**config.mk**
```make
export PLATFORM = sky130hd
export DESIGN_NAME = rip_mem_arbiter
export DESIGN_NICKNAME = d
export VERILOG_FILES = /design/src/rtl/rip_const.sv /design/src/rtl/rip_mem_arb_tagpipe.sv /design/src/rtl/rip_mem_arbiter.sv
export SDC_FILE = /design/constraint.sdc
export NUM_CORES = 1
export LEC_CHECK = 0
export ABC_CLOCK_PERIOD_IN_PS = 4000
export BUFFER_PORTS_ARGS = -buffer_cell sky130_fd_sc_hd__buf_2
export CAP_MARGIN = 40
export CORE_MARGIN = 5
export CORE_UTILIZATION = 30
export DETAILED_ROUTE_END_ITERATION = 8
export PLACE_DENSITY = 0.75
export SLEW_MARGIN = 20
export SYNTH_ARGS = -nofsm -noshare
export SYNTH_HDL_FRONTEND = slang
export SYNTH_SLANG_ARGS = --single-unit
```
**constraint.sdc**
```tcl
create_clock -name clk -period 4 [get_ports clk]
set_clock_uncertainty 0.1 [all_clocks]
set_input_delay 0.4 -clock clk [delete_from_list [all_inputs] [get_ports clk]]
set_output_delay 0.4 -clock clk [all_outputs]
set_load 0.05 [all_outputs]
```
**src/rtl/rip_const.sv**
```systemverilog
// ============================================================================
// Module      : rip_const (package)
// Description : Shared types for the rip memory arbiter: the owner of a read
//               in flight and the tag that travels down the latency pipe.
// Revision    : 1.0 - initial release
// ============================================================================
`default_nettype none

package rip_const;

  // Which requester a read response belongs to.
  typedef enum logic {
    OWN_IF = 1'b0,
    OWN_MA = 1'b1
  } owner_t;

  // One slot of the read-tag pipeline.
  typedef struct packed {
    logic   valid;
    owner_t owner;
  } tag_t;

  localparam tag_t TAG_NONE = '{valid: 1'b0, owner: OWN_IF};

endpackage : rip_const

`default_nettype wire

```
**src/rtl/rip_mem_arb_tagpipe.sv**
```systemverilog
// ============================================================================
// Module      : rip_mem_arb_tagpipe
// Description : MEM_LATENCY-deep shift register of read tags. A tag entered in
//               the grant cycle appears on tag_out exactly MEM_LATENCY cycles
//               later, lined up with the RAM read data. rst flushes all slots.
// Revision    : 1.0 - initial release
// ============================================================================
`default_nettype none

module rip_mem_arb_tagpipe
  import rip_const::*;
#(
  parameter int MEM_LATENCY = 1   // 1..4
) (
  input  logic clk,
  input  logic rst,
  input  tag_t tag_in,
  output tag_t tag_out
);

  tag_t [MEM_LATENCY-1:0] stage_q;
  tag_t [MEM_LATENCY-1:0] stage_d;

  // Next state: new tag enters slot 0, every other slot takes its predecessor.
  always_comb begin
    stage_d[0] = tag_in;
    for (int i = 1; i < MEM_LATENCY; i++) begin
      stage_d[i] = stage_q[i-1];
    end
  end

  // Tag storage with synchronous flush.
  always_ff @(posedge clk) begin
    if (rst) begin
      for (int i = 0; i < MEM_LATENCY; i++) begin
        stage_q[i] <= TAG_NONE;
      end
    end else begin
      stage_q <= stage_d;
    end
  end

  assign tag_out = stage_q[MEM_LATENCY-1];

endmodule : rip_mem_arb_tagpipe

`default_nettype wire

```
**src/rtl/rip_mem_arbiter.sv**
```systemverilog
// ============================================================================
// Module      : rip_mem_arbiter
// Description : Shares one single-port byte-enabled RAM between the IF and MA
//               requesters. Fixed MA priority, one combinational grant per
//               cycle, reads tagged and their data routed back to the owner
//               MEM_LATENCY cycles after the grant.
// Config      : RIP_MEM_ARB_STARVE_GUARD_EN - when defined, IF is forced to
//               win after STARVE_LIMIT consecutive MA grants while it waits.
// Revision    : 1.0 - initial release
// ============================================================================
`default_nettype none

module rip_mem_arbiter
  import rip_const::*;
#(
  parameter int NUM_COL      = 4,
  parameter int COL_WIDTH    = 8,
  parameter int ADDR_WIDTH   = 20,
  parameter int DATA_WIDTH   = NUM_COL * COL_WIDTH,
  parameter int MEM_LATENCY  = 1,   // 1..4
  parameter int STARVE_LIMIT = 4
) (
  input  logic                  clk,
  input  logic                  rst,
  // Instruction fetch requester (read only)
  input  logic                  if_req,
  input  logic [DATA_WIDTH-1:0] if_addr,
  output logic                  if_gnt,
  output logic                  if_rvalid,
  output logic [DATA_WIDTH-1:0] if_rdata,
  // Memory access requester (read or byte-enabled write)
  input  logic                  ma_req,
  input  logic [NUM_COL-1:0]    ma_we,
  input  logic [DATA_WIDTH-1:0] ma_addr,
  input  logic [DATA_WIDTH-1:0] ma_wdata,
  output logic                  ma_gnt,
  output logic                  ma_rvalid,
  output logic [DATA_WIDTH-1:0] ma_rdata,
  // RAM port
  output logic                  mem_en,
  output logic [NUM_COL-1:0]    mem_we,
  output logic [ADDR_WIDTH-1:0] mem_addr,
  output logic [DATA_WIDTH-1:0] mem_wdata,
  input  logic [DATA_WIDTH-1:0] mem_rdata
);

  logic                  if_first;      // starvation guard overrides MA priority
  tag_t                  tag_in;
  tag_t                  tag_out;
  logic [DATA_WIDTH-1:0] if_rdata_q, if_rdata_d;
  logic [DATA_WIDTH-1:0] ma_rdata_q, ma_rdata_d;

`ifdef RIP_MEM_ARB_STARVE_GUARD_EN
  localparam int CNT_W = $clog2(STARVE_LIMIT + 1);

  logic [CNT_W-1:0] starve_cnt_q, starve_cnt_d;

  // Count MA grants taken while IF is waiting; any IF grant or IF idle clears.
  always_comb begin
    starve_cnt_d = starve_cnt_q;
    if (if_gnt || !if_req) begin
      starve_cnt_d = '0;
    end else if (ma_gnt) begin
      starve_cnt_d = starve_cnt_q + CNT_W'(1);
    end
  end

  // Starvation counter register.
  always_ff @(posedge clk) begin
    if (rst) begin
      starve_cnt_q <= '0;
    end else begin
      starve_cnt_q <= starve_cnt_d;
    end
  end

  assign if_first = if_req && (starve_cnt_q == CNT_W'(STARVE_LIMIT));
`else
  assign if_first = 1'b0;
`endif

  // Grant selection: MA wins ties unless the guard says IF has waited enough.
  // Nothing is granted while rst is high so the RAM port stays quiet.
  always_comb begin
    if_gnt = 1'b0;
    ma_gnt = 1'b0;
    if (!rst) begin
      if (ma_req && !if_first) begin
        ma_gnt = 1'b1;
      end else if (if_req) begin
        if_gnt = 1'b1;
      end
    end
  end

  // Drive the RAM port from whichever requester was granted this cycle.
  always_comb begin
    mem_en    = if_gnt || ma_gnt;
    mem_we    = '0;
    mem_addr  = '0;
    mem_wdata = '0;
    if (ma_gnt) begin
      mem_we    = ma_we;
      mem_addr  = ma_addr[ADDR_WIDTH+1:2];
      mem_wdata = ma_wdata;
    end else if (if_gnt) begin
      mem_addr  = if_addr[ADDR_WIDTH+1:2];
    end
  end

  // Every read grant (IF, or MA with no byte enables) launches an owner tag.
  always_comb begin
    tag_in       = TAG_NONE;
    tag_in.valid = if_gnt || (ma_gnt && (ma_we == '0));
    tag_in.owner = ma_gnt ? OWN_MA : OWN_IF;
  end

  rip_mem_arb_tagpipe #(
    .MEM_LATENCY (MEM_LATENCY)
  ) u_tagpipe (
    .clk     (clk),
    .rst     (rst),
    .tag_in  (tag_in),
    .tag_out (tag_out)
  );

  // Route returning data to its owner; the other side keeps its last word.
  always_comb begin
    if_rvalid  = !rst && tag_out.valid && (tag_out.owner == OWN_IF);
    ma_rvalid  = !rst && tag_out.valid && (tag_out.owner == OWN_MA);
    if_rdata_d = if_rvalid ? mem_rdata : if_rdata_q;
    ma_rdata_d = ma_rvalid ? mem_rdata : ma_rdata_q;
    if_rdata   = rst ? '0 : if_rdata_d;
    ma_rdata   = rst ? '0 : ma_rdata_d;
  end

  // Hold registers for the last delivered word of each requester.
  always_ff @(posedge clk) begin
    if (rst) begin
      if_rdata_q <= '0;
      ma_rdata_q <= '0;
    end else begin
      if_rdata_q <= if_rdata_d;
      ma_rdata_q <= ma_rdata_d;
    end
  end

  // Byte-offset and upper address bits never reach the word-addressed RAM.
  logic unused_addr_bits;
  assign unused_addr_bits = ^{if_addr[DATA_WIDTH-1:ADDR_WIDTH+2], if_addr[1:0],
                              ma_addr[DATA_WIDTH-1:ADDR_WIDTH+2], ma_addr[1:0]};

`ifndef SYNTHESIS
  // A pending request must stay unchanged until it is accepted.
  a_if_hold: assert property (@(posedge clk) disable iff (rst)
    (if_req && !if_gnt) |=> (if_req && $stable(if_addr)));

  a_ma_hold: assert property (@(posedge clk) disable iff (rst)
    (ma_req && !ma_gnt) |=> (ma_req && $stable({ma_we, ma_addr, ma_wdata})));

  a_one_gnt: assert property (@(posedge clk) !(if_gnt && ma_gnt));

  a_gnt_has_req: assert property (@(posedge clk)
    (!if_gnt || if_req) && (!ma_gnt || ma_req));
`endif

endmodule : rip_mem_arbiter

`default_nettype wire
```
-- After elaboration in Yosys (flattened, before gate mapping)
Index checks and enable logic that the tools add are counted.
- bitwise operators: 1
- muxes and demuxes: 14
- reductions and logical operators: 8
- operators by type and width (kind ; count):
    $mux W32 ; 5
    $mux W20 ; 2
    $mux W1 ; 6
    $logic_and A1 B1 Y1 ; 4
    $logic_not A4 Y1 ; 1
    $mux W4 ; 1
    $logic_or A1 B1 Y1 ; 2
    $logic_not A1 Y1 ; 1
    $not A1 Y1 ; 1
- input port bits: 136
- output and inout bits: 125
- flip-flop bits (word level): 66
- word-level logic and storage cells: 27

-- Depth between registers and ports, before layout
Gate-level depths: netlist of run 1.
- word-level depth: 5
- mapped depth: 4
- depth with buffers taken out: 2

-- Modules after synthesis
A second synthesis of run 1 with hierarchy kept.
- cell total of the unflattened synthesis: 282
- area total of the unflattened synthesis: 3075.4 um2
- by module, submodules not included (module ; cells each ; instances ; area each (um2) ; sequential area each (um2)):
    rip_mem_arbiter ; 278 ; 1 ; 3022.9 ; 1281.2
    rip_mem_arb_tagpipe ; 4 ; 1 ; 52.6 ; 40.0

-- Worst setup path before layout of run 1
No wires, ideal clock.
- kind: input to output
- from: in ma_req
- to: out mem_wdata[24]
- buffers on the path: 1
- arrival: 1.672 ns
- slack: 1.828 ns
- data required time: 3.500 ns
- cell stages on the path: 3
- path through: nor2b_2 clkbuf_1 and2_1
- longest elaborated chain between the ends: 3
- RTL lines (element ; RTL line ; text):
    from (decl) ; rip_mem_arbiter.sv:32 ; input logic ma_req,
    $mux W1 ; rip_mem_arbiter.sv:88 ; if (ma_req && !if_first) begin
    $mux W1 ; rip_mem_arbiter.sv:87 ; if (!rst) begin
    named net ma_gnt ; rip_mem_arbiter.sv:36 ; output logic ma_gnt,
    $mux W32 ; rip_mem_arbiter.sv:102 ; if (ma_gnt) begin
    to (decl) ; rip_mem_arbiter.sv:43 ; output logic [DATA_WIDTH-1:0] mem_wdata,
The timed path passes the listed nets, and every way through them passes these cells.

-- Final worst setup path of run 1
- from: reg u_tagpipe.stage_q (netlist bit u_tagpipe.tag_out[0])
- to: out ma_rdata[22]
- longest elaborated chain between the ends: 3
- RTL lines (element ; RTL line ; text):
    from (decl) ; rip_mem_arb_tagpipe.sv:21 ; tag_t [MEM_LATENCY-1:0] stage_q;
    from (signal assigned) ; rip_mem_arb_tagpipe.sv:39 ; stage_q <= stage_d;
    $logic_and A1 B1 Y1 ; rip_mem_arbiter.sv:130 ; ma_rvalid = !rst && tag_out.valid && (tag_out.owner == OWN_MA);
    $mux W32 ; rip_mem_arbiter.sv:132 ; ma_rdata_d = ma_rvalid ? mem_rdata : ma_rdata_q;
    $mux W32 ; -- ;
    to (decl) ; rip_mem_arbiter.sv:38 ; output logic [DATA_WIDTH-1:0] ma_rdata,
No other way between the ends.

==> flow_summary.toml, run 1 <==
[sta]
fin_tns_setup_ns = 0
fin_crit_sh = 0.597
hold_viol = 0
worst_pin_slew_ns = 0.540
fmax_mhz = 419
maxSlewHeadroom = 0.640
rsz0062_at_grt = "false"
slew_viol_final = 0
timing.final.crit_period_ns = 2.39
setup_violations = 0

[global_route]
grt_pass1_vias = 3054
grt_max_degree = 59
grt_pass1_wl_um = 15700
antenna_found_initial = 0
overflow = 0
grt_use_total = 0.161

[synthesis]
synth_top_family_by_area = "multiplexers"
synth_nets = 417
ys_ff_latch = 66
yosysWarnings = 0
synth_area_per_cell_um2 = 10.9
ys_types = 18
netlist_area_um2 = 3070
yosysSeqAreaShare = 0.430
syn_inst = 281
synth-simple-area-share = 0.230
synth_compound_area_frac = 0.0595
synthAdderAreaFrac = 0
synth_xor_area_frac = 0
synth.area.mux_share = 0.235

[power_and_ir_drop]
ir_drop_mv = 0.116
power_mw = 1.61
p_leak_nw = 2.53
powerDensity_nw_per_um2 = 351

[drt]
vias = 2873
vias_per_cell = 4.40
drt_pass1_iterations = 4
wl_per_cell_um = 15.8
finalWirelength_um = 10300
ant_nets = 0
drc_errors = 0
first_iter_violations = 64

[finish]
final_layout_size_suffix_gt1_frac = 0.627
layout.cells.non_filler = 653
nFillCells = 1000
fin_nets = 649
fin_area_um2 = 4580
n_antenna_cell = 0
layout-area-overhead-vs-synth_pct = 49.1

[die]
placeableCoreArea_um2 = 10100
die_h_um = 111
die_w_um = 111
initial_core_util = 0.303
io_pins = 261
row_count = 37
die_area_um2 = 12400

[cts]
insertion_delay_ns = 0.33
cts_buffers = 9
post_cts.repair.setup_buffers = 0
cts_tree = "yes"
clock_tree.htree_level_count = 3
clk_path_buf_depth = 2
cts_hold_buf = 0
clkTransAtPathRegs_ns = 0.07
cts.sinks = 66
cts_resized = 0
root_buffer = "clkbuf_8"

[run]
cap_violations = 0

[worst_setup_path]
critical-path-top-delay-family = "multiplexers"
cp_max_fo = 33
reg2reg_slack_ns = 2.45
crit_chain = "nand3b_4, mux2_2, buf_2"
arrival_ns = 1.89
reg2reg_to = "ma_rdata_q[22]"
ff2ff_path_depth = 2
critPathSlowestCell = "mux2_2"
critPathKind = "flop to output port"
worstSetupPathDepth = 3
required_ns = 3.50
crit_buf_inv = 1
end_kind = "output port"
max_stage_delay_ns = 0.46
startpoint_type = "flop"
r2r-start = "u_tagpipe.tag_out[0]"

[run_status]
status = "completed"

[place]
place_area_um2 = 4330
dp_cells = 636
dp_hpwl_um = 8460
gp_congestion = 0.897
numPortBuffers = 236

[hold_path]
holdPathStages = 2
whs_endpoint = "ma_rdata_q[24]"
worstHoldStart = "mem_rdata[24]"
min_path_type = "input pin to flop"
==> how the worst max path moves through the flow <==
| stage | from | endpoint | slack [ns] |
|---|---|---|---|
| floorplan | ma_req | mem_wdata[24] | 1.83 |
| global placement | rst | if_rdata[13] | 1.29 |
| detailed placement | rst | if_rdata[0] | 1.27 |
| CTS | u_tagpipe.tag_out[1] | if_rdata[0] | 1.12 |
| global route | u_tagpipe.tag_out[0] | ma_rdata[9] | 1.51 |
| finish | u_tagpipe.tag_out[0] | ma_rdata[22] | 1.61 |
==> cell usage after synthesis <==
master,n,area share
buf_2,1,0.0016
mux2_2,64,0.23
nor2b_2,1,0.0029
and2_1,36,0.073
nor4_1,1,0.0020
buf_6,3,0.011
a21o_1,1,0.0024
nor3b_4,1,0.0061
clkbuf_4,3,0.0073
nor2_1,2,0.0024
nor2b_1,65,0.13
inv_1,1,0.0012
a22o_1,20,0.057
buf_4,6,0.015
clkbuf_1,8,0.0098
nand3b_4,1,0.0065
dfxtp_1,66,0.43
nor3b_2,1,0.0041
==> metal layers <==
metal / share of wire / global-route usage
met4: 0.035 / 0.0754
met1: 0.37 / 0.159
met5: 0 / 0
met2: 0.52 / 0.298
met3: 0.077 / 0.0562
==> sequential cells by signal, summed over array words and instances, names as in the netlist <==
| name | count |
|---|---|
| if_rdata_q | 32 |
| ma_rdata_q | 32 |
| u_tagpipe.tag_out | 2 |
==> worst reg2reg max path: stages, from the launching register on <==
cell	delay [ns]
dfxtp_1	0.41
nand3b_4	0.45
mux2_2	0.47
==> logic make-up (layout without fill, tap and decap cells) <==
group,Yosys count,after routing
and+or+nand+nor,108,108
AOI/OAI and AO/OA,21,21
DFF,66,66
buffers and inverters,22,258
muxes,64,64
==> metrics by stage <==
stage               hold WS (ns)  utilization  setup slack [ns]
finish                     0.213        0.452              1.61
global placement           0.464        0.427              1.29
global route               0.198        0.452              1.51
detailed placement         0.475        0.427              1.27
floorplan                  0.428            -              1.83
CTS                        0.184        0.447              1.12
==> where the power goes <==
| group | internal (mW) | switching, mW |
|---|---|---|
| logic | 0.114 | 0.244 |
| clock network | 0.335 | 0.236 |
| registers | 0.674 | 0.00402 |
| total | 1.12 | 0.484 |
==> cell usage in the layout (no fill, tap or decap) <==
cell type / Yosys / layout
a21o_1: 1 / 1
nand3b_4: 1 / 1
buf_12: 0 / 1
mux2_2: 64 / 64
nor3b_2: 1 / 1
clkinv_2: 0 / 1
nor2_1: 2 / 2
bufinv_16: 0 / 1
buf_2: 1 / 236
nor3b_4: 1 / 1
a22o_1: 20 / 20
nor2b_1: 65 / 65
nor2b_4: 0 / 1
buf_4: 6 / 3
buf_8: 0 / 1
nor4_1: 1 / 1
buf_16: 0 / 1
clkbuf_8: 0 / 12
clkbuf_1: 8 / 1
dfxtp_1: 66 / 66
and2_1: 36 / 36
inv_1: 1 / 1
==> cell type report <==
type	instances	area, um^2	share of cell area
clock buffer	13	169	0.0369
sequential	66	1320	0.289
clock inverter	2	35.0	0.00765
tap	136	170	0.0372
multi-input combinational	193	1610	0.352
timing repair buffer	242	1270	0.277
inverter	1	3.75	0.000820
Note: power is estimated with default switching activity, not from simulation.
==> run 2: changes to the inputs <==
ABC_CLOCK_PERIOD_IN_PS = 2100   (was 4000)
PLACE_DENSITY = 0.78   (was 0.75)
clock period = 2.1 ns   (was 4 ns; I/O delays follow)
==> run 2 against run 1 <==
Flip-flop and latch count did not move. Power grew 100%. Die area unchanged. Combinational power is 120% higher. Utilization increased by 5.3 points. Worst setup slack lost 1.6 ns. Register-to-register slack worse by 1.8 ns. First-iteration DRC count rose by 11%. Sequential share of layout area decreased by 3.0 points.
==> flow_summary.toml, run 2 (synthesis gave the netlist of run 1 again) <==
[run_status]
status = "completed"

[global_route]
busiest_layer = "met2"
grt_pass1_wl_um = 16100
gr-usage-met3 = 0.0426
grt_pass1_vias = 3137
grtUsageMet1 = 0.161
grt_use_total = 0.162
grtUsageMet2 = 0.312
antenna_found_initial = 0
grt_max_degree = 63
overflow = 0

[sta]
worst_pin_slew_ns = 0.636
finalHoldWorstSlack_ns = 0.0333
slew_viol_final = 0
hold_viol = 0
fin_ws_ns = 0.0324
fin_tns_setup_ns = 0
fin_crit_sh = 0.985
fmax_mhz = 484
rsz0062_at_grt = "true"
maxSlewHeadroom = 0.576
timing.final.crit_period_ns = 2.07
setup_violations = 0

[drt]
vias_per_cell = 4.42
finalWirelength_um = 10500
wl_per_cell_um = 16.0
drt_pass1_iterations = 2
ant_nets = 0
first_iter_violations = 71
drc_errors = 0
vias = 2915

[cts]
clkTransAtPathRegs_ns = 0.08
cts.sinks = 66
insertion_delay_ns = 0.33
cts_hold_buf = 0
cts_buffers = 9
root_buffer = "clkbuf_8"
clk_path_buf_depth = 2
clock_tree.htree_level_count = 3
cts_tree = "yes"

[finish]
fin_nets = 655
layout_common_cells = "191 x buf_2, 65 x nor2b_1, 64 x dfxtp_1"
final_layout_size_suffix_gt1_frac = 0.637
final_common_cell = "buf_2"
n_antenna_cell = 0
layout.cells.non_filler = 660
layout-area-overhead-vs-synth_pct = 66.5

[worst_setup_path]
end_kind = "output port"
reg2reg_slack_ns = 0.61
required_ns = 1.79
arrival_ns = 1.76
startpoint_type = "flop"
cp_max_fo = 12
critPathKind = "flop to output port"

[power_and_ir_drop]
p_leak_nw = 2.66
powerDensity_nw_per_um2 = 628
ir_drop_mv = 0.272

[place]
gp_congestion = 0.848
dp_cells = 639
dp_hpwl_um = 8190
numPortBuffers = 236
dp_slack_ns = 0.224

[die]
initial_core_util = 0.303
placeableCoreArea_um2 = 10100
io_pins = 261
die_w_um = 111
row_count = 37
die_area_um2 = 12400
die_h_um = 111

[run]
cap_violations = 0

[hold_path]
min_path_type = "input pin to flop"
[run 2: area by class of cell]
type                            count  area (um^2)
Clock buffer                        9          124
Clock inverter                      7         93.8
Fill cell                         915         5030
Inverter                            1         3.75
Multi-Input combinational cell    193         1660
Sequential cell                    66         1320
Tap cell                          136          170
Timing Repair Buffer              248         1740
[run 2: critical path, cell delays in order, from the launching register on]
cell and delay [ns]:
dfxtp_2 0.35, nor3b_4 0.24, buf_4 0.16, buf_12 0.14
mux2_2 0.37, buf_6 0.16
[run 2: worst paths after layout]
check / start / cells after the start / end
max: u_tagpipe.tag_out[0] / 5 / if_rdata[20]
min: mem_rdata[24] / 2 / ma_rdata_q[24]
min reg2reg: ma_rdata_q[25] / 2 / ma_rdata_q[25]
max reg2reg: u_tagpipe.tag_out[0] / 4 / if_rdata_q[20]
[run 2: per-layer routing]
metal,vias up,wire length [um],share of wire
li1,1419,-,-
met3,15,715,0.068
met5,-,0,0
met4,0,346,0.033
met1,1347,3730,0.35
met2,134,5750,0.55
[run 2: repair_timing]
| action | in CTS | in global routing |
|---|---|---|
| pin swaps | 1 | 1 |
| resized for setup | 16 | 80 |
| setup endpoints to repair | 37 | 32 |
| gates cloned | 1 | 0 |
| setup buffers | 4 | 1 |
| endpoints found under the hold margin | 0 | 0 |
[run 2: through the flow]
step | area (um^2) | utilization | power (mW)
after floorplan | 3070 | - | 1.78
after global placement | 4590 | 0.453 | 2.04
after detailed placement | 4590 | 0.453 | 2.05
after CTS | 4910 | 0.485 | 3.21
after global routing | 5110 | 0.504 | 3.35
final | 5110 | 0.504 | 3.21
[run 2: report_power, final]
group          internal [mW]  switching [mW]  leakage [nW]
combinational          0.291           0.478          2.02
sequential              1.28         0.00761         0.535
clock                  0.666           0.483         0.105
